<file path="src/rtl/fp_pkg.sv">
// ---------------------------------------------------------------------------
// fp_pkg
// Shared types for the FP instruction encoder slice: RV FP support levels,
// the FP major opcodes, the decoded request bundle, field constants, the
// output-buffer state encoding and a helper that recognises the opcodes.
// ---------------------------------------------------------------------------
package fp_pkg;

  // How much floating-point support the core exposes
  typedef enum logic [1:0] {
    RV32FNone   = 2'd0,
    RV32FSingle = 2'd1,
    RV64FDouble = 2'd2
  } rvfloat_e;

  // Major opcodes of the RV F/D instruction forms
  typedef enum logic [6:0] {
    LOAD_FP  = 7'b0000111,
    STORE_FP = 7'b0100111,
    MADD     = 7'b1000011,
    MSUB     = 7'b1000111,
    NMSUB    = 7'b1001011,
    NMADD    = 7'b1001111,
    OP_FP    = 7'b1010011
  } opcode_e;

  // Precision field values (R/R4 forms) and load/store width funct3 values
  localparam logic [1:0] FMT_S  = 2'b00;
  localparam logic [1:0] FMT_D  = 2'b01;
  localparam logic [2:0] W_S    = 3'b010;
  localparam logic [2:0] W_D    = 3'b011;
  localparam logic [2:0] RM_DYN = 3'b111;

  // Decoded micro-op fields as presented to the encoder.
  // op is kept as raw bits because unknown opcodes must be reported, not lost.
  typedef struct packed {
    logic [6:0]  op;
    logic [4:0]  rd;
    logic [4:0]  rs1;
    logic [4:0]  rs2;
    logic [4:0]  rs3;
    logic [2:0]  rm;
    logic [1:0]  fmt;
    logic [4:0]  funct5;
    logic [11:0] imm;
  } enc_req_t;

  // Occupancy of the two-entry output buffer
  typedef enum logic [1:0] {
    BUF_EMPTY = 2'd0,
    BUF_ONE   = 2'd1,
    BUF_FULL  = 2'd2
  } bufstate_e;

  // True when op is one of the FP major opcodes
  function automatic logic isKnownOp(input logic [6:0] op);
    logic known;
    case (op)
      LOAD_FP, STORE_FP, MADD, MSUB, NMSUB, NMADD, OP_FP: known = 1'b1;
      default:                                           known = 1'b0;
    endcase
    return known;
  endfunction

endpackage

</file>
<file path="src/rtl/fp_enc_fifo2.sv">
// ---------------------------------------------------------------------------
// fp_enc_fifo2
// Generic two-entry elastic buffer with valid/ready on both sides. The head
// entry drives the outputs directly; a skid entry sits behind it. Input ready
// depends only on registered occupancy, so there is no combinational path
// from out_ready_i to in_ready_o or from the input data to the outputs.
// Ports:
//   clk_i, rst_i             clock, synchronous active-high reset
//   in_valid_i/in_ready_o    upstream handshake
//   in_data_i [W-1:0]        word to enqueue
//   out_valid_o/out_ready_i  downstream handshake
//   out_data_o [W-1:0]       head word, stable while stalled
// ---------------------------------------------------------------------------
module fp_enc_fifo2
  import fp_pkg::*;
#(
  parameter int W = 33
) (
  input  logic         clk_i,
  input  logic         rst_i,
  input  logic         in_valid_i,
  output logic         in_ready_o,
  input  logic [W-1:0] in_data_i,
  output logic         out_valid_o,
  input  logic         out_ready_i,
  output logic [W-1:0] out_data_o
);

  bufstate_e    r_state;
  bufstate_e    w_stateNext;
  logic [W-1:0] r_head;
  logic [W-1:0] r_skid;
  logic         w_push;
  logic         w_pop;
  logic         w_loadHead;
  logic         w_headFromSkid;
  logic         w_loadSkid;

  assign in_ready_o  = (r_state != BUF_FULL);
  assign out_valid_o = (r_state != BUF_EMPTY);
  assign out_data_o  = r_head;
  assign w_push      = in_valid_i & in_ready_o;
  assign w_pop       = out_valid_o & out_ready_i;

  // Next occupancy and which storage entries load this cycle. A push and pop
  // together with one entry held simply replaces the head, keeping order.
  always_comb begin
    w_stateNext    = r_state;
    w_loadHead     = 1'b0;
    w_headFromSkid = 1'b0;
    w_loadSkid     = 1'b0;
    case (r_state)
      BUF_EMPTY: begin
        if (w_push) begin
          w_stateNext = BUF_ONE;
          w_loadHead  = 1'b1;
        end
      end
      BUF_ONE: begin
        if (w_push && w_pop) begin
          w_loadHead = 1'b1;
        end else if (w_push) begin
          w_stateNext = BUF_FULL;
          w_loadSkid  = 1'b1;
        end else if (w_pop) begin
          w_stateNext = BUF_EMPTY;
        end
      end
      BUF_FULL: begin
        if (w_pop) begin
          w_stateNext    = BUF_ONE;
          w_loadHead     = 1'b1;
          w_headFromSkid = 1'b1;
        end
      end
      default: w_stateNext = BUF_EMPTY;
    endcase
  end

  // State and storage registers; reset drops anything buffered
  always_ff @(posedge clk_i) begin
    if (rst_i) begin
      r_state <= BUF_EMPTY;
      r_head  <= '0;
      r_skid  <= '0;
    end else begin
      r_state <= w_stateNext;
      if (w_loadHead) begin
        r_head <= w_headFromSkid ? r_skid : in_data_i;
      end
      if (w_loadSkid) begin
        r_skid <= in_data_i;
      end
    end
  end

endmodule

</file>
<file path="src/rtl/fp_instr_encoder.sv">
// ---------------------------------------------------------------------------
// fp_instr_encoder
// Packs decoded FP micro-op fields into 32-bit RV F/D instruction words (the
// inverse of the FP decoder) behind a two-entry valid/ready output buffer,
// and keeps saturating counts of emitted and illegal words.
// Configuration macro: FP_ENC_DOUBLE_EN -- when defined, fmt=01 (double) is
// legal if RVF == RV64FDouble; when undefined, double forms are always illegal
// and no double-width logic is built.
// Ports:
//   clk_i, rst_i                    clock, synchronous active-high reset
//   in_valid_i/in_ready_o           request handshake
//   op_i, rd_i, rs1_i, rs2_i, rs3_i opcode and register indices
//   rm_i, fmt_i, funct5_i, imm_i    rounding mode, precision, OP_FP funct5, offset
//   out_valid_o/out_ready_i         encoded word handshake
//   instr_o, illegal_o              encoded word (0 when illegal), illegal flag
//   enc_cnt_o, ill_cnt_o            saturating emitted / illegal word counts
// ---------------------------------------------------------------------------
module fp_instr_encoder
  import fp_pkg::*;
#(
  parameter rvfloat_e RVF   = RV32FSingle,
  parameter int       CNT_W = 16
) (
  input  logic             clk_i,
  input  logic             rst_i,
  input  logic             in_valid_i,
  output logic             in_ready_o,
  input  logic [6:0]       op_i,
  input  logic [4:0]       rd_i,
  input  logic [4:0]       rs1_i,
  input  logic [4:0]       rs2_i,
  input  logic [4:0]       rs3_i,
  input  logic [2:0]       rm_i,
  input  logic [1:0]       fmt_i,
  input  logic [4:0]       funct5_i,
  input  logic [11:0]      imm_i,
  output logic             out_valid_o,
  input  logic             out_ready_i,
  output logic [31:0]      instr_o,
  output logic             illegal_o,
  output logic [CNT_W-1:0] enc_cnt_o,
  output logic [CNT_W-1:0] ill_cnt_o
);

  enc_req_t         w_req;
  logic             w_dblOk;
  logic [2:0]       w_width;
  logic             w_isR;
  logic             w_isR4;
  logic             w_illegal;
  logic [31:0]      w_instr;
  logic [32:0]      w_fifoOut;
  logic             w_outFire;
  logic [CNT_W-1:0] r_encCnt;
  logic [CNT_W-1:0] r_illCnt;

  assign w_req = {op_i, rd_i, rs1_i, rs2_i, rs3_i, rm_i, fmt_i, funct5_i, imm_i};

`ifdef FP_ENC_DOUBLE_EN
  assign w_dblOk = (RVF == RV64FDouble);
  assign w_width = (w_req.fmt == FMT_D) ? W_D : W_S;
`else
  // Double precision is never legal here, so loads/stores only ever use W_S
  assign w_dblOk = 1'b0;
  assign w_width = W_S;
`endif

  // Legality check and field packing for every instruction form. An illegal
  // request still produces a word, forced to zero, so it takes one slot.
  always_comb begin
    w_isR     = (w_req.op == OP_FP);
    w_isR4    = (w_req.op == MADD) || (w_req.op == MSUB) ||
                (w_req.op == NMSUB) || (w_req.op == NMADD);
    w_illegal = !isKnownOp(w_req.op)
              || ((w_req.fmt != FMT_S) && (w_req.fmt != FMT_D))
              || ((w_req.fmt == FMT_D) && !w_dblOk)
              || ((w_isR || w_isR4) && (w_req.rm > 3'b100) && (w_req.rm != RM_DYN))
              || (RVF == RV32FNone);
    w_instr   = '0;
    case (w_req.op)
      LOAD_FP:  w_instr = {w_req.imm, w_req.rs1, w_width, w_req.rd, w_req.op};
      STORE_FP: w_instr = {w_req.imm[11:5], w_req.rs2, w_req.rs1, w_width,
                           w_req.imm[4:0], w_req.op};
      MADD, MSUB, NMSUB, NMADD:
                w_instr = {w_req.rs3, w_req.fmt, w_req.rs2, w_req.rs1,
                           w_req.rm, w_req.rd, w_req.op};
      OP_FP:    w_instr = {w_req.funct5, w_req.fmt, w_req.rs2, w_req.rs1,
                           w_req.rm, w_req.rd, w_req.op};
      default:  w_instr = '0;
    endcase
    if (w_illegal) begin
      w_instr = '0;
    end
  end

  fp_enc_fifo2 #(
    .W(33)
  ) u_fifo (
    .clk_i       (clk_i),
    .rst_i       (rst_i),
    .in_valid_i  (in_valid_i),
    .in_ready_o  (in_ready_o),
    .in_data_i   ({w_illegal, w_instr}),
    .out_valid_o (out_valid_o),
    .out_ready_i (out_ready_i),
    .out_data_o  (w_fifoOut)
  );

  assign instr_o   = w_fifoOut[31:0];
  assign illegal_o = w_fifoOut[32];
  assign w_outFire = out_valid_o & out_ready_i;

  // Statistics count words as they leave; both stick at all-ones
  always_ff @(posedge clk_i) begin
    if (rst_i) begin
      r_encCnt <= '0;
      r_illCnt <= '0;
    end else if (w_outFire) begin
      if (r_encCnt != '1) begin
        r_encCnt <= r_encCnt + 1'b1;
      end
      if (illegal_o && (r_illCnt != '1)) begin
        r_illCnt <= r_illCnt + 1'b1;
      end
    end
  end

  assign enc_cnt_o = r_encCnt;
  assign ill_cnt_o = r_illCnt;

endmodule

</file>
<file path="config.mk">
export PLATFORM = sky130hd
export DESIGN_NAME = fp_instr_encoder
export DESIGN_NICKNAME = d
export VERILOG_FILES = /design/src/rtl/fp_pkg.sv /design/src/rtl/fp_enc_fifo2.sv /design/src/rtl/fp_instr_encoder.sv
export SDC_FILE = /design/constraint.sdc
export NUM_CORES = 1
export LEC_CHECK = 0
export ABC_AREA = 1
export CORE_ASPECT_RATIO = 0.8
export CORE_MARGIN = 5
export CORE_UTILIZATION = 45
export CTS_CLUSTER_DIAMETER = 150
export DETAILED_ROUTE_END_ITERATION = 6
export GPL_TIMING_DRIVEN = 0
export PLACE_DENSITY = 0.83
export REMOVE_ABC_BUFFERS = 1
export SYNTH_ARGS = -nofsm -noshare
export SYNTH_HDL_FRONTEND = slang
export SYNTH_SLANG_ARGS = --single-unit
</file>
<file path="constraint.sdc">
create_clock -name clk_i -period 1.7 [get_ports clk_i]
set_clock_uncertainty 0.15 [all_clocks]
set_input_delay 0.255 -clock clk_i [delete_from_list [all_inputs] [get_ports clk_i]]
set_output_delay 0.255 -clock clk_i [all_outputs]
set_load 0.1 [all_outputs]
</file>
# Yosys cells after proc, flatten, opt, wreduce, memory -nomap -nowiden
# Cells that the tools add are included.
[totals]
in_bits = 53
word_cells = 67
register_bits = 100
[op_classes]
n_eq_ne = 19
bitwise = 2
n_reduce_logical = 21
n_lt_le_gt_ge = 1
n_addsub = 2
mux = 17
[ops]
columns = ["op", "n"]
rows = [
  ["$pmux W32 S4", 1],
  ["$eq A7 B7 Y1 const B", 5],
  ["$mux W33", 1],
  ["$add A16 B1 Y16 const B", 2],
  ["$mux W32", 1],
  ["$ne A16 B16 Y1 const B", 2],
  ["$mux W2", 5],
  ["$eq A7 B3 Y1 const B", 1],
  ["$eq A7 B6 Y1 const B", 1],
  ["$logic_or A1 B1 Y1", 7],
  ["$mux W1", 7],
  ["$reduce_or A7 Y1", 1],
  ["$ne A2 B1 Y1 const B", 3],
  ["$pmux W2 S3", 1],
  ["$logic_and A1 B1 Y1", 5],
  ["$eq A2 B1 Y1 const B", 2],
  ["$ne A2 B2 Y1 const B", 2],
  ["$reduce_and A2 Y1", 2],
  ["$reduce_and A4 Y1", 1],
  ["$reduce_bool A2 Y1", 2],
  ["$reduce_or A4 Y1", 1],
  ["$gt A3 B3 Y1 const B", 1],
  ["$ne A3 B1 Y1 const B", 1],
  ["$ne A3 B3 Y1 const B", 1],
  ["other kinds (5)", 6],
]

# Logic depth before layout (Yosys ltp)
# Gate-level depths: netlist of run 1.
[logic_depth]
word_depth = 10
ltp_mapped = 11
mapped_depth_nobuf = 10

# Cells and area by module
# A second synthesis of run 1 with hierarchy kept.
[unflattened]
cells_unflattened = 837
hier_area_um2 = 5466.5
[by_module_without_submodules]
columns = ["mod", "cells_each", "area_each_um2", "seq_area_each_um2", "n_inst"]
rows = [
  ["fp_enc_fifo2", 426, 2961.6, 1361.3, 1],
  ["fp_instr_encoder", 411, 2504.9, 640.6, 1],
]

# Worst setup path after synthesis of run 1
# OpenSTA, ideal clock, no wires.
[synth_path]
path_kind = "reg-to-reg"
from = "reg r_illCnt[0], in the netlist ill_cnt_o[0]"
to = "reg r_illCnt[10], in the netlist ill_cnt_o[10]"
arrival_ns = 2.303
synth_period_minus_slack_ns = 2.569
path_buffers = 1
path_slack_ns = -0.869
setup_time_ns = 0.116
path_stages_with_launch = 12
path_cell_list = "dfxtp_1 -> ha_1 -> nand3_1 -> nor2_1 -> nand3_1 -> nand2_1 -> inv_1 -> buf_2 -> nand3_1 -> nand2_1 -> inv_1 -> nor2_1"
[synth_via]
elab_chain_cells = 3
[synth_lines]
columns = ["item", "line_no", "source"]
rows = [
  ["from (decl)", "fp_instr_encoder.sv:55", "logic [CNT_W-1:0] r_illCnt;"],
  ["from (signal assigned)", "fp_instr_encoder.sv:123", "r_illCnt <= r_illCnt + 1'b1;"],
  ["branches (longest 3 deep; another with $add A16 B1 Y16)", "-", ""],
]
# Parallel ways; which one is timed is not known.
# A chain may end at the register's enable or synchronous reset.

# Worst setup path in the final report of run 1
[layout_path]
from = "reg r_encCnt[1], in the netlist enc_cnt_o[1]"
to = "reg r_encCnt[5], in the netlist enc_cnt_o[5]"
[layout_via]
elab_chain_cells = 2
[layout_lines]
columns = ["item", "line_no", "source"]
rows = [
  ["from (decl)", "fp_instr_encoder.sv:54", "logic [CNT_W-1:0] r_encCnt;"],
  ["from (signal assigned)", "fp_instr_encoder.sv:120", "r_encCnt <= r_encCnt + 1'b1;"],
  ["branches (longest 2 deep; another with $add A16 B1 Y16)", "-", ""],
]
# Parallel ways; which one is timed is not known.

==> results of run 1 <==
[metrics by stage]
step	setup slack [ns]	util, %	TNS, ns	cell area (µm²)
4_1_cts	-0.00628	65.3	-0.0156	7170
5_1_grt	-0.162	68.5	-2.77	7520
6_report	-0.0253	68.5	-0.0709	7520
3_5_place_dp	-1.86	57.2	-138.38	6280
3_3_place_gp	-2.71	57.0	-207.42	6250
2_1_floorplan	-1.24	-	-76.91	4880
[cell families after synthesis]
kind of cell               after synthesis
AOI/OAI and AO/OA                      164
xor gates and xnor gates                17
DFF                                    100
adders and majority gates                2
buffers and inverters                   87
and+or+nand+nor                        384
[area by class of cell]
cell class	instances	area (µm²)
inverter	47	213
fill	911	3460
tap	144	180
multi-input combinational	574	3140
timing repair buffer	171	1560
timing repair inverter	6	42.5
sequential	100	2040
clock buffer	10	229
clock inverter	6	113
[layer usage]
layer,share of wire (%),wire (µm)
met1,41,7390
met2,47,8320
met3,9.1,1630
met4,2.9,518
met5,0.11,19
[sequential cells by signal, indices dropped and copies added (netlist names)]
signal             flops
u_fifo.out_data_o     33
u_fifo.r_skid         33
enc_cnt_o             16
ill_cnt_o             16
u_fifo.r_state         2
[power by group]
group	internal [µW]	leakage (µW)	switching, µW	total, µW
clock network	1440	0.000167	899	2340
registers	2380	0.000818	28.3	2410
logic	281	0.00183	608	888
total	4100	0.00281	1530	5640
[cell usage after synthesis, types with 3 or more instances]
library cell	instances
nor3_2	3
xnor2_1	6
buf_1	3
o211ai_1	11
nor3_1	12
buf_6	5
nor2_1	45
buf_2	7
a21oi_1	106
nor2_4	3
dfxtp_1	100
nand3_1	89
o21ai_0	39
nand2_1	219
clkbuf_1	25
inv_1	44
xor2_1	11
nand2_2	5
[worst reg2reg max path, stage by stage (launching register included)]
cell and delay [ns]:
dfxtp_4 0.37, ha_4 0.18, nand3_4 0.10, nor2_4 0.05, a31oi_4 0.25, clkinvlp_4 0.29
o21ai_2 0.18, a21oi_1 0.06
[path summary, 6_finish.rpt]
| check | startpoint | endpoint | depth (start not counted) |
|---|---|---|---|
| worst max-delay path | enc_cnt_o[1] | enc_cnt_o[5] | 7 |
| worst min-delay path | rst_i | u_fifo.r_skid[19] | 2 |
| worst max register to register | enc_cnt_o[1] | enc_cnt_o[5] | 7 |
| worst min register to register | u_fifo.r_skid[0] | u_fifo.r_skid[0] | 2 |
[repair_timing]
action                                 in CTS  in global routing
pin swaps                                  16                 29
setup buffers                              28                 22
setup endpoints to repair                 165                110
cloned                                     10                  4
endpoints found under the hold margin       0                  0
hold buffers                                0                  0
resized for setup                         341                 86
==> results.md, run 1 <==
- The run finished, with violations left.
- The checks that failed: negative setup slack.
- The number of global-route vias before repair is 5,328.
- For this run, the register share of the synthesized area comes to 39.4%.
- The highest net fanout along the worst path is 7.
- At the end of routability-driven placement, the weighted congestion stood at 0.899.
- The number of antenna diodes in the final layout is 0.
- The number of antenna violations at the first check in global routing is 1.
- The remaining routing DRC violations is 0.
- Synthesis instantiated 33 different standard cells from the library.
- Traced cell by cell, the critical path runs through ha_4, nand3_4, nor2_4, a31oi_4, clkinvlp_4, o21ai_2, a21oi_1.
- The deepest clock path buffer count is 2.
- The count of endpoints failing hold in the final timing report came to 0.
- Dividing total power by cell area gives a power density of 750 mW/mm².
- The total number of vias is 5,943.
- The most congested layer reported by global routing is met2.
- The fraction of synthesized cell area taken by the top area cell type is 39.4%.
- The placed wire-length estimate is 9830 µm.
- The number of placement rows is 34.
- Summed over all cells, the static leakage comes to 0.00281 µW.
- The ratio of cells with drive above 1 in the final layout is 26.6%.
- The post-synthesis to final-layout area growth is 48.0%.
- The average size of a mapped cell is 6.74 µm².
- The number of buffers added by the clock tree synthesis step is 9.
- During placement, the flow inserted port buffers numbering 119.
- Counting flops with an async set or reset pin after synthesis yields a share of 0%.
- The starting DRC count in detailed routing is 650.
- The post-CTS clock slew at the launch and capture registers of the worst setup and hold paths is 0.07 ns.
- The simple logic cell fraction of the synthesized area is 32.4%.
- STA puts the critical path data required time at 1.77 ns.
- The smallest clock period supported by the final layout is computed as 1.73 ns.
- After synthesis the netlist holds a flip-flop and latch count of 100.
- The synthesized netlist cell count is 754.
- Data on the critical path arrives at its endpoint at 1.80 ns.
- Leaving out fill and tap cells, the most frequent cell in the layout is nand2_1.
- After detailed routing, the number of vias per cell comes to 5.62.
- At the pin with the least slew margin, the transition time is 0.578 ns.
- Among all flip-flop cells after synthesis, the most frequent one is dfxtp_1.
- The kind of capture point of the worst setup path is a register.
- The met2 global-route usage is 38.9%.
- The number of buffer and inverter stages on the critical path is 1.
- Summed over all layers, the global routing overflow is 0.
- After the last flow step, the layout net total stands at 964.
- The region available for standard cell placement spans 0.0110 mm².
- The total wire length is 17,900 µm.
- Leaving out fill and tap cells, the most frequent cells in the layout are 200 x nand2_1, 104 x a21oi_1, 86 x dfxtp_1.
- The effective utilization at floorplan is 46.3%.
- The die area is 0.0135 mm².
- The final clock period utilization by the worst path is 101%.
- The hold slack is 0.185 ns.
- Summing the areas of all compound-gate instances in the mapped netlist gives 17.3% of the synthesized area.
- The met1 track demand over resource in global routing is 32.4%.
- Setup violations remaining at the end of the flow were counted as 5.
- By area the synthesized netlist is led by dfxtp_1 39%, nand2_1 16%, a21oi_1 10%.
- The share of synthesized area spent on multiplexers is 0%.
- In this run the tightest slew margin relative to its limit is 61.6%.
- The synthesized area is 0.00508 mm².
- The completed layout was analyzed and its total power is 5640 µW.
- The min-delay analysis places its worst path in the category in -> reg.
- The routing usage on met3 is 4.28%.
- The total clock sinks is 100.
- The setup path with the least slack is of type reg -> reg.
- TritonCTS built the clock tree.
- The number of flops mapped to enable cells by yosys is 0.
- The detail-routed net length per standard cell is 16.9 µm.
- The cell at the root of the clock tree is clkbuf_16.
- Yosys printed 0 warnings.
- The achievable clock frequency is 580 MHz.
- The number of cells after detailed placement is 978.
- The width of the die is 129 µm.
- The count of H-tree levels built during CTS is 3.
- Global routing used 24.0% of the available tracks across all layers.
- The final non-filler cell total is 1,058.
- In this run the register-to-register setup slack is -0.03 ns.
- The y dimension of the die is 105 µm.
- The minimum setup slack in the final design is -0.0253 ns.
- dfxtp_1 takes more of the synthesized area than any other cell.
- The first global-routing pass estimated 26,600 µm of wire.
- The maximum number of pins on one net before global-route repair is 42.
- The largest individual stage delay along the critical path comes from the cell dfxtp_4.
- The main combinational cell family by area after synthesis is simple AND/OR/NAND/NOR gates.
- For this run, the slowest stage of the critical path takes 0.37 ns.
- The clock latency at the later pin of the worst-skew pair is 0.34 ns.
- The post-synthesis share of cell area spent on xor and xnor gates is 2.93%.
- The number of max-slew violations in the final report is 0.
- Broken down by cell family, the worst path's largest delay share belongs to compound AO/OA/AOI/OAI gates.
- The post-synthesis share of cell area spent on full adders, half adders and majority gates is 0.493%.
- The largest voltage drop on the vdd net is 0.575 mV.
- The worst setup path is launched from a register.
- The post-detailed-route count of antenna-violating nets is 0.
- Setup repair after global routing could not meet its margin everywhere.
- Pin placement for this block handled 120 I/O pins.
- For this run, the detailed router's first-pass iteration total came to 5.
- Max-cap violations in this run came to 0.
Power figures use the tool's default switching activity.
==> run 2, diff against run 1 <==
REMOVE_ABC_BUFFERS = default   (was 1)
==> run 2 against run 1 <==
Against the previous run:
- worst setup slack better by 0.031 ns
- sequential power hardly changed
- critical path depth is 6 lower
- hold slack better by 0.11 ns
- sequential share of layout area is 1.2 points higher
- critical endpoint is now enc_cnt_o[1]
- combinational power is 2.8% lower
- largest cell class unchanged
- the run now ends clean
- non-clock buffer count is 24 higher
- total power is 8.1% lower
- die area stayed put
- sequential cell count stayed put
==> results.md, run 2 (same netlist as run 1, synthesis figures left out) <==
- Result of the run: complete, no violations (was complete, but fails checks).
- The highest net fanout along the worst path was 5 (was 7).
- The master of the slowest instance on the critical path is clkdlybuf4s18_2 (was dfxtp_4).
- The antenna diode count is 0 (unchanged).
- The met1 track demand over resource in global routing is 32.2% (was 32.4%).
- The final design utilization is 67.2% (was 68.5%).
- Top library cells by usage in the layout, fill and taps aside: 208 x nand2_1, 98 x a21oi_1, 83 x nand3_1 (was 200 x nand2_1, 104 x a21oi_1, 86 x dfxtp_1).
- The total placed instance area was 0.00668 mm² (was 0.00628 mm²).
- The max capacitance violation total is 0 (unchanged).
- The ratio of cells with drive above 1 in the final layout came to 27.7% (was 26.6%).
- The starting DRC count in detailed routing is 666 (was 650).
- The hold slack came to 0.296 ns (was 0.185 ns).
- The total number of vias is 5,841 (was 5,943).
- The total clock sinks is 100 (unchanged).
- The slew at the pin closest to its max-slew limit is 0.573 ns (was 0.578 ns).
- The cell at the root of the clock tree is clkbuf_16 (unchanged).
- The number of buffers added by the clock tree synthesis step is 9 (unchanged).
- The count of H-tree levels built during CTS is 3 (unchanged).
- The number of antenna violations at the first check in global routing was 0 (was 1).
- The routing usage on met3 is 4.84% (was 4.28%).
- The detail-routed net length per standard cell is 15.8 µm (was 16.9 µm).
- The number of failing setup endpoints in the final timing report was 0 (was 5).
- The y dimension of the die was 105 µm (unchanged).
- The wire length of the first global-routing pass is 25,800 µm (was 26,600 µm).
- The leakage dissipation was 0.00279 µW (was 0.00281 µW).
- The number of iterations in the first detailed-routing pass is 5 (unchanged).
- Unrepaired setup endpoints after global routing: true (unchanged).
- The number of placement rows is 34 (unchanged).
- The die area is 0.0135 mm² (unchanged).
- The number of buffer and inverter stages on the critical path came to 1 (unchanged).
- Cell-by-cell listing of the critical path: clkdlybuf4s18_2 (was ha_4, nand3_4, nor2_4, a31oi_4, clkinvlp_4, o21ai_2, a21oi_1).
- The core box area is 0.0110 mm² (unchanged).
- The type of the worst min-delay path is in -> reg (unchanged).
- The maximum number of pins on one net before global-route repair is 15 (was 42).
- The remaining routing DRC violations is 0 (unchanged).
- The met2 global-route usage was 36.9% (was 38.9%).
- The number of global-route vias before repair is 5,294 (was 5,328).
- The clock tree from TritonCTS is yes (unchanged).
- The count of endpoints failing hold in the final timing report was 0 (unchanged).
- The largest voltage drop on the vdd net is 0.544 mV (was 0.575 mV).
- The kind of capture point of the worst setup path is an output port (was register).
- The hold-fix buffer count after cts was 0 (unchanged).
- The total I/O pin count is 120 (unchanged).
- The critical path class is reg -> out (was reg -> reg).
- The headroom to the max-slew limit was 62.0% (was 61.6%).
- The final design instance area without fill was 0.00738 mm² (was 0.00752 mm²).
- The most congested layer reported by global routing was met2 (unchanged).
- The final-stage net count is 975 (was 964).
- The post-synthesis to final-layout area growth is 45.3% (was 48.0%).
- The placer's final routability congestion estimate is 0.881 (was 0.899).
- The cell class contributing the biggest share of worst-path delay was buffers and inverters (was compound AO/OA/AOI/OAI gates).
- The longest individual stage delay on the worst path came to 0.56 ns (was 0.37 ns).
- The mean number of vias per cell is 5.47 (was 5.62).
- The total wire length is 16,900 µm (was 17,900 µm).
- The critical path arrival is 1.29 ns (was 1.80 ns).
- The deepest clock path buffer count is 2 (unchanged).
- The power density over the cells was 701 mW/mm² (was 750 mW/mm²).
- The post-CTS clock slew at the launch and capture registers of the worst setup and hold paths is 0.07 ns (about the same).
- The total global routing overflow came to 0 (unchanged).
- The commonest non-fill, non-tap cell in the layout is nand2_1 (unchanged).
- The number of port buffers is 119 (unchanged).
- The total nets after synthesis is 809.
- The number of max-slew violations in the final report came to 0 (unchanged).
- The nature of the critical path startpoint is a register (unchanged).
- The final clock period utilization by the worst path was 99.7% (was 101%).
- The time the final worst path needs with I/O delays and setup is 1.69 ns (was 1.73 ns).
- The clock latency at the later pin of the worst-skew pair came to 0.34 ns (about the same).
- The effective utilization at floorplan is 46.3% (unchanged).
- The required arrival time at the worst endpoint is 1.29 ns (was 1.77 ns).
- The global routing usage summed across all routing layers is 23.2% (was 24.0%).
- The post-detailed-route count of antenna-violating nets was 0 (unchanged).
- The achievable clock frequency is 590 MHz (was 580 MHz).
- The placed wire-length estimate is 11,100 µm (was 9830 µm).
- The width of the die is 129 µm (unchanged).
run 2: worst paths after layout:
check / start / endpoint / slack [ns] / cells past startpoint
hold reg to reg: u_fifo.r_skid[1] / u_fifo.r_skid[1] / 0.31 / 2
hold / removal: op_i[5] / u_fifo.r_skid[5] / 0.30 / 6
setup reg to reg: enc_cnt_o[0] / enc_cnt_o[0] / 0.03 / 8
setup / recovery: enc_cnt_o[1] / enc_cnt_o[1] / 0.006 / 1
run 2: timing repair:
action,4_1_cts,5_1_grt
pin swaps,8,19
buffers inserted,19,15
gates cloned,2,1
setup endpoints to repair,159,115
gates resized for setup,251,98
run 2: per-stage QoR:
step / total power (µW) / TNS [ns] / setup slack, ns / std cells
after floorplan: 2950 / -11.20 / -0.215 / 754
after global placement: 3240 / -61.06 / -0.663 / 1017
after detailed placement: 3240 / -63.58 / -0.712 / 1017
after CTS: 5140 / -0.198 / -0.194 / 1053
after global routing: 5340 / -0.946 / -0.0719 / 1068
final: 5180 / 0 / 0.00576 / 1068
run 2: metal layers:
metal  part of all wire (%)  routed length [µm]  vias to the layer above
met1                     44                7350                     2682
met2                     46                7730                      279
li1                       -                   -                     2849
met5                      0                   0                        -
met4                    1.6                 273                        0
met3                    9.0                1510                       31
run 2: power by group:
part	switching [µW]	internal (µW)
clock	853	1060
sequential	34.7	2360
combinational	569	294
run 2: cell type report:
cell class                 instances  area [µm²]
clock inverter                     2        10.0
buffer                            39         284
clock buffer                      13         260
fill                             926        3600
timing repair buffer             156        1420
tap                              144         180
sequential                       100        2090
inverter                          47         189
multi-input combinational        567        2950
==> run 3, diff against run 2 <==
SETUP_SLACK_MARGIN = 0.05   (was default)
==> run 3 against run 2 <==
Against the previous run:
- the flow now finishes with violations (negative setup slack)
- wire length up 3.2%
- clock-buffer cell count unchanged
- core utilization up 1.2 points
- sequential share of layout area down 0.48 points
- non-clock buffer count unchanged
- total power up 4.8%
- sequential cell count unchanged
- die area unchanged
- global-route usage down 0.27 points
- combinational power up 6.0%
==> results.md, run 3 (same netlist as run 1, synthesis figures left out) <==
- Result of the run: complete, but fails checks (was complete, no violations).
- The final reports fail on negative setup slack.
- The number of global-route vias before repair is 5,264 (was 5,294).
- The combinational cell fraction of total power is 16.9% (was 16.7%).
- The overall power after layout is 5430 µW (was 5180 µW).
- The placer's final routability congestion estimate is 0.915 (was 0.881).
- The max capacitance violation total is 0 (unchanged).
- The number of antenna violations at the first check in global routing is 0 (unchanged).
- The y dimension of the die is 105 µm (unchanged).
- The kind of capture point of the worst setup path is a register (was output port).
- The post-CTS clock slew at the launch and capture registers of the worst setup and hold paths was 0.07 ns (about the same).
- The cell class contributing the biggest share of worst-path delay is flip-flops (was buffers and inverters).
- The number of port buffers came to 119 (unchanged).
- The post-detailed-route count of antenna-violating nets came to 0 (unchanged).
- The number of buffer and inverter stages on the critical path is 2 (was 1).
- The number of failing setup endpoints in the final timing report is 1 (was 0).
- The count of H-tree levels built during CTS came to 3 (unchanged).
- The remaining routing DRC violations is 0 (unchanged).
- The wire length of the first global-routing pass is 25,500 µm (was 25,800 µm).
- The placed wire-length estimate is 11,300 µm (was 11,100 µm).
- The minimum setup slack in the final design is -0.00181 ns (was 0.00576 ns).
- The final-stage net count is 975 (unchanged).
- The type of the worst min-delay path is in -> reg (unchanged).
- The commonest non-fill, non-tap cell in the layout is nand2_1 (unchanged).
- The total I/O pin count is 120 (unchanged).
- The longest individual stage delay on the worst path came to 0.38 ns (was 0.56 ns).
- The slack of the worst reg-to-reg path is -0.002 ns (was 0.03 ns).
- The proportion of total power due to net switching came to 28.1% (about the same).
- The reg-to-reg critical path startpoint is enc_cnt_o[1] (was enc_cnt_o[0]).
- The global routing usage summed across all routing layers is 22.9% (was 23.2%).
- The final design utilization is 68.5% (was 67.2%).
- The time the final worst path needs with I/O delays and setup is 1.70 ns (was 1.69 ns).
- The maximum number of pins on one net before global-route repair is 16 (was 15).
- Top library cells by usage in the layout, fill and taps aside: 191 x nand2_1, 82 x a21oi_1, 79 x nand3_1 (was 208 x nand2_1, 98 x a21oi_1, 83 x nand3_1).
- The nature of the critical path startpoint is a register (unchanged).
- The detail-routed net length per standard cell is 16.3 µm (was 15.8 µm).
- The slew at the pin closest to its max-slew limit is 0.519 ns (was 0.573 ns).
- The critical path class is reg -> reg (was reg -> out).
- The clock tree from TritonCTS is yes (unchanged).
- The cell at the root of the clock tree is clkbuf_16 (unchanged).
- The achievable clock frequency was 588 MHz (was 590 MHz).
- The worst setup path endpoint is enc_cnt_o[1] (unchanged).
- The mean number of vias per cell is 5.55 (was 5.47).
- The destination of the worst register-to-register timing path is enc_cnt_o[1] (was enc_cnt_o[0]).
- The final clock period utilization by the worst path is 100% (was 99.7%).
- The switching power summed over all nets is 1530 µW (was 1460 µW).
- The headroom to the max-slew limit is 65.4% (was 62.0%).
- The deepest clock path buffer count is 2 (unchanged).
- The count of endpoints failing hold in the final timing report is 0 (unchanged).
- The post-synthesis to final-layout area growth is 48.0% (was 45.3%).
- The total clock sinks is 100 (unchanged).
- Unrepaired setup endpoints after global routing: true (unchanged).
- The internal power is 3900 µW (was 3720 µW).
- The clock latency at the later pin of the worst-skew pair came to 0.35 ns (was 0.34 ns).
- The number of cells on the critical path was 8 (was 1).
- The highest net fanout along the worst path was 7 (was 5).
- The largest voltage drop on the vdd net was 0.531 mV (was 0.544 mV).
- The power density over the cells came to 722 mW/mm² (was 701 mW/mm²).
- The starting DRC count in detailed routing was 741 (was 666).
- The ratio of cells with drive above 1 in the final layout is 33.1% (was 27.7%).
- The die area is 0.0135 mm² (unchanged).
- The antenna diode count is 0 (unchanged).
- The summed negative setup slack over all endpoints is -0.00181 ns (was 0 ns).
- The hold-fix buffer count after cts came to 0 (unchanged).
- The number of buffers added by the clock tree synthesis step is 9 (unchanged).
- The leakage dissipation is 0.00303 µW (was 0.00279 µW).
- The required arrival time at the worst endpoint is 1.79 ns (was 1.29 ns).
- The total nets after synthesis is 809 (unchanged).
- The sequential power share came to 44.1% (was 46.3%).
- The master of the slowest instance on the critical path was dfxtp_4 (was clkdlybuf4s18_2).
- The total number of vias is 5,936 (was 5,841).
- The worst setup path startpoint is enc_cnt_o[1] (unchanged).
- The number of iterations in the first detailed-routing pass was 5 (unchanged).
- The number of placement rows is 34 (unchanged).
- The fill cell instance count of the final layout is 875 (was 926).
- The width of the die is 129 µm (unchanged).
- The effective utilization at floorplan is 46.3% (unchanged).
- The total global routing overflow is 0 (unchanged).
- The total wire length was 17,400 µm (was 16,900 µm).
- The logic depth of the worst register-to-register path is 8 (unchanged).
- The critical path arrival is 1.79 ns (was 1.29 ns).
- The number of max-slew violations in the final report is 0 (unchanged).
- The core box area is 0.0110 mm² (unchanged).
- The clock network fraction of total power is 39.0% (was 37.0%).
- Cell-by-cell listing of the critical path: ha_4, nand3_4, nor2_4, a31oi_4, buf_6, buf_4, o21ai_1, nor2_1 (was clkdlybuf4s18_2).
[run 3: cell types whose count changed in the layout (fill, tap and decap cells not counted), sizes merged]
| cell | previous run | this run |
|---|---|---|
| clkdlybuf4s15 | 36 | 3 |
| dlygate4sd2 | 2 | 3 |
| clkbuf | 41 | 38 |
| inv | 45 | 46 |
| buf | 70 | 118 |
| clkdlybuf4s18 | 14 | 2 |
| clkinv | 2 | 1 |
| bufinv | 0 | 1 |
| clkdlybuf4s50 | 44 | 43 |
[run 3: what timing repair did]
item	in CTS	in global routing
pin swaps	15	37
gates cloned	1	4
setup buffers	21	11
resized for setup	358	163
endpoints found under the setup margin	161	112
hold endpoints to repair	0	0
[run 3: layer usage]
| layer | global-route usage (%) | wire, µm | vias to the layer above |
|---|---|---|---|
| li1 | - | - | 2841 |
| met1 | 31.6 | 7390 | 2772 |
| met2 | 35.5 | 8030 | 287 |
| met3 | 6.43 | 1690 | 36 |
| met4 | 5.55 | 293 | 0 |
| met5 | 0 | 0 | - |
[run 3: stage by stage]
step | cell area [µm²] | setup slack (ns) | hold slack, ns | std cells
3_5_place_dp | 6680 | -0.678 | 0.303 | 1017
2_1_floorplan | 5310 | -0.215 | 0.248 | 754
6_report | 7520 | -0.00181 | 0.256 | 1069
4_1_cts | 7050 | -0.219 | 0.315 | 1054
3_3_place_gp | 6680 | -0.663 | 0.295 | 1017
5_1_grt | 7520 | -0.0831 | 0.265 | 1069
[run 3: power groups by stage]
stage | sequential [µW] | clock, µW | combinational, µW
floorplan | 2650 | 0 | 299
global placement | 2450 | 0 | 787
detailed placement | 2450 | 0 | 793
CTS | 2390 | 2120 | 814
global route | 2400 | 2210 | 963
finish | 2400 | 2120 | 915
[run 3: worst register-to-register path, cell delays in order (launching register included)]
cell and delay [ns]:
dfxtp_4 0.38, ha_4 0.18, nand3_4 0.09, nor2_4 0.16
a31oi_4 0.11, buf_6 0.16, buf_4 0.15, o21ai_1 0.15
nor2_1 0.06
[run 3: area by class of cell]
type,instances,area (µm²),area share (%)
Buffer,39,318,4.23
Clock buffer,13,260,3.46
Clock inverter,3,42.5,0.566
Inverter,47,216,2.88
Multi-Input combinational cell,567,3200,42.6
Sequential cell,100,2090,27.8
Tap cell,144,180,2.40
Timing Repair Buffer,156,1210,16.1
[run 3: worst min path at each step]
stage / start / end / slack [ns] / depth (start not counted)
2_1_floorplan: rs1_i[0] / u_fifo.r_skid[15] / 0.25 / 2
3_3_place_gp: u_fifo.r_skid[0] / u_fifo.r_skid[0] / 0.30 / 2
3_5_place_dp: u_fifo.r_skid[1] / u_fifo.r_skid[1] / 0.30 / 2
4_1_cts: u_fifo.r_skid[1] / u_fifo.r_skid[1] / 0.32 / 2
5_1_grt: op_i[2] / u_fifo.r_skid[3] / 0.27 / 5
6_report: op_i[2] / u_fifo.r_skid[3] / 0.26 / 5
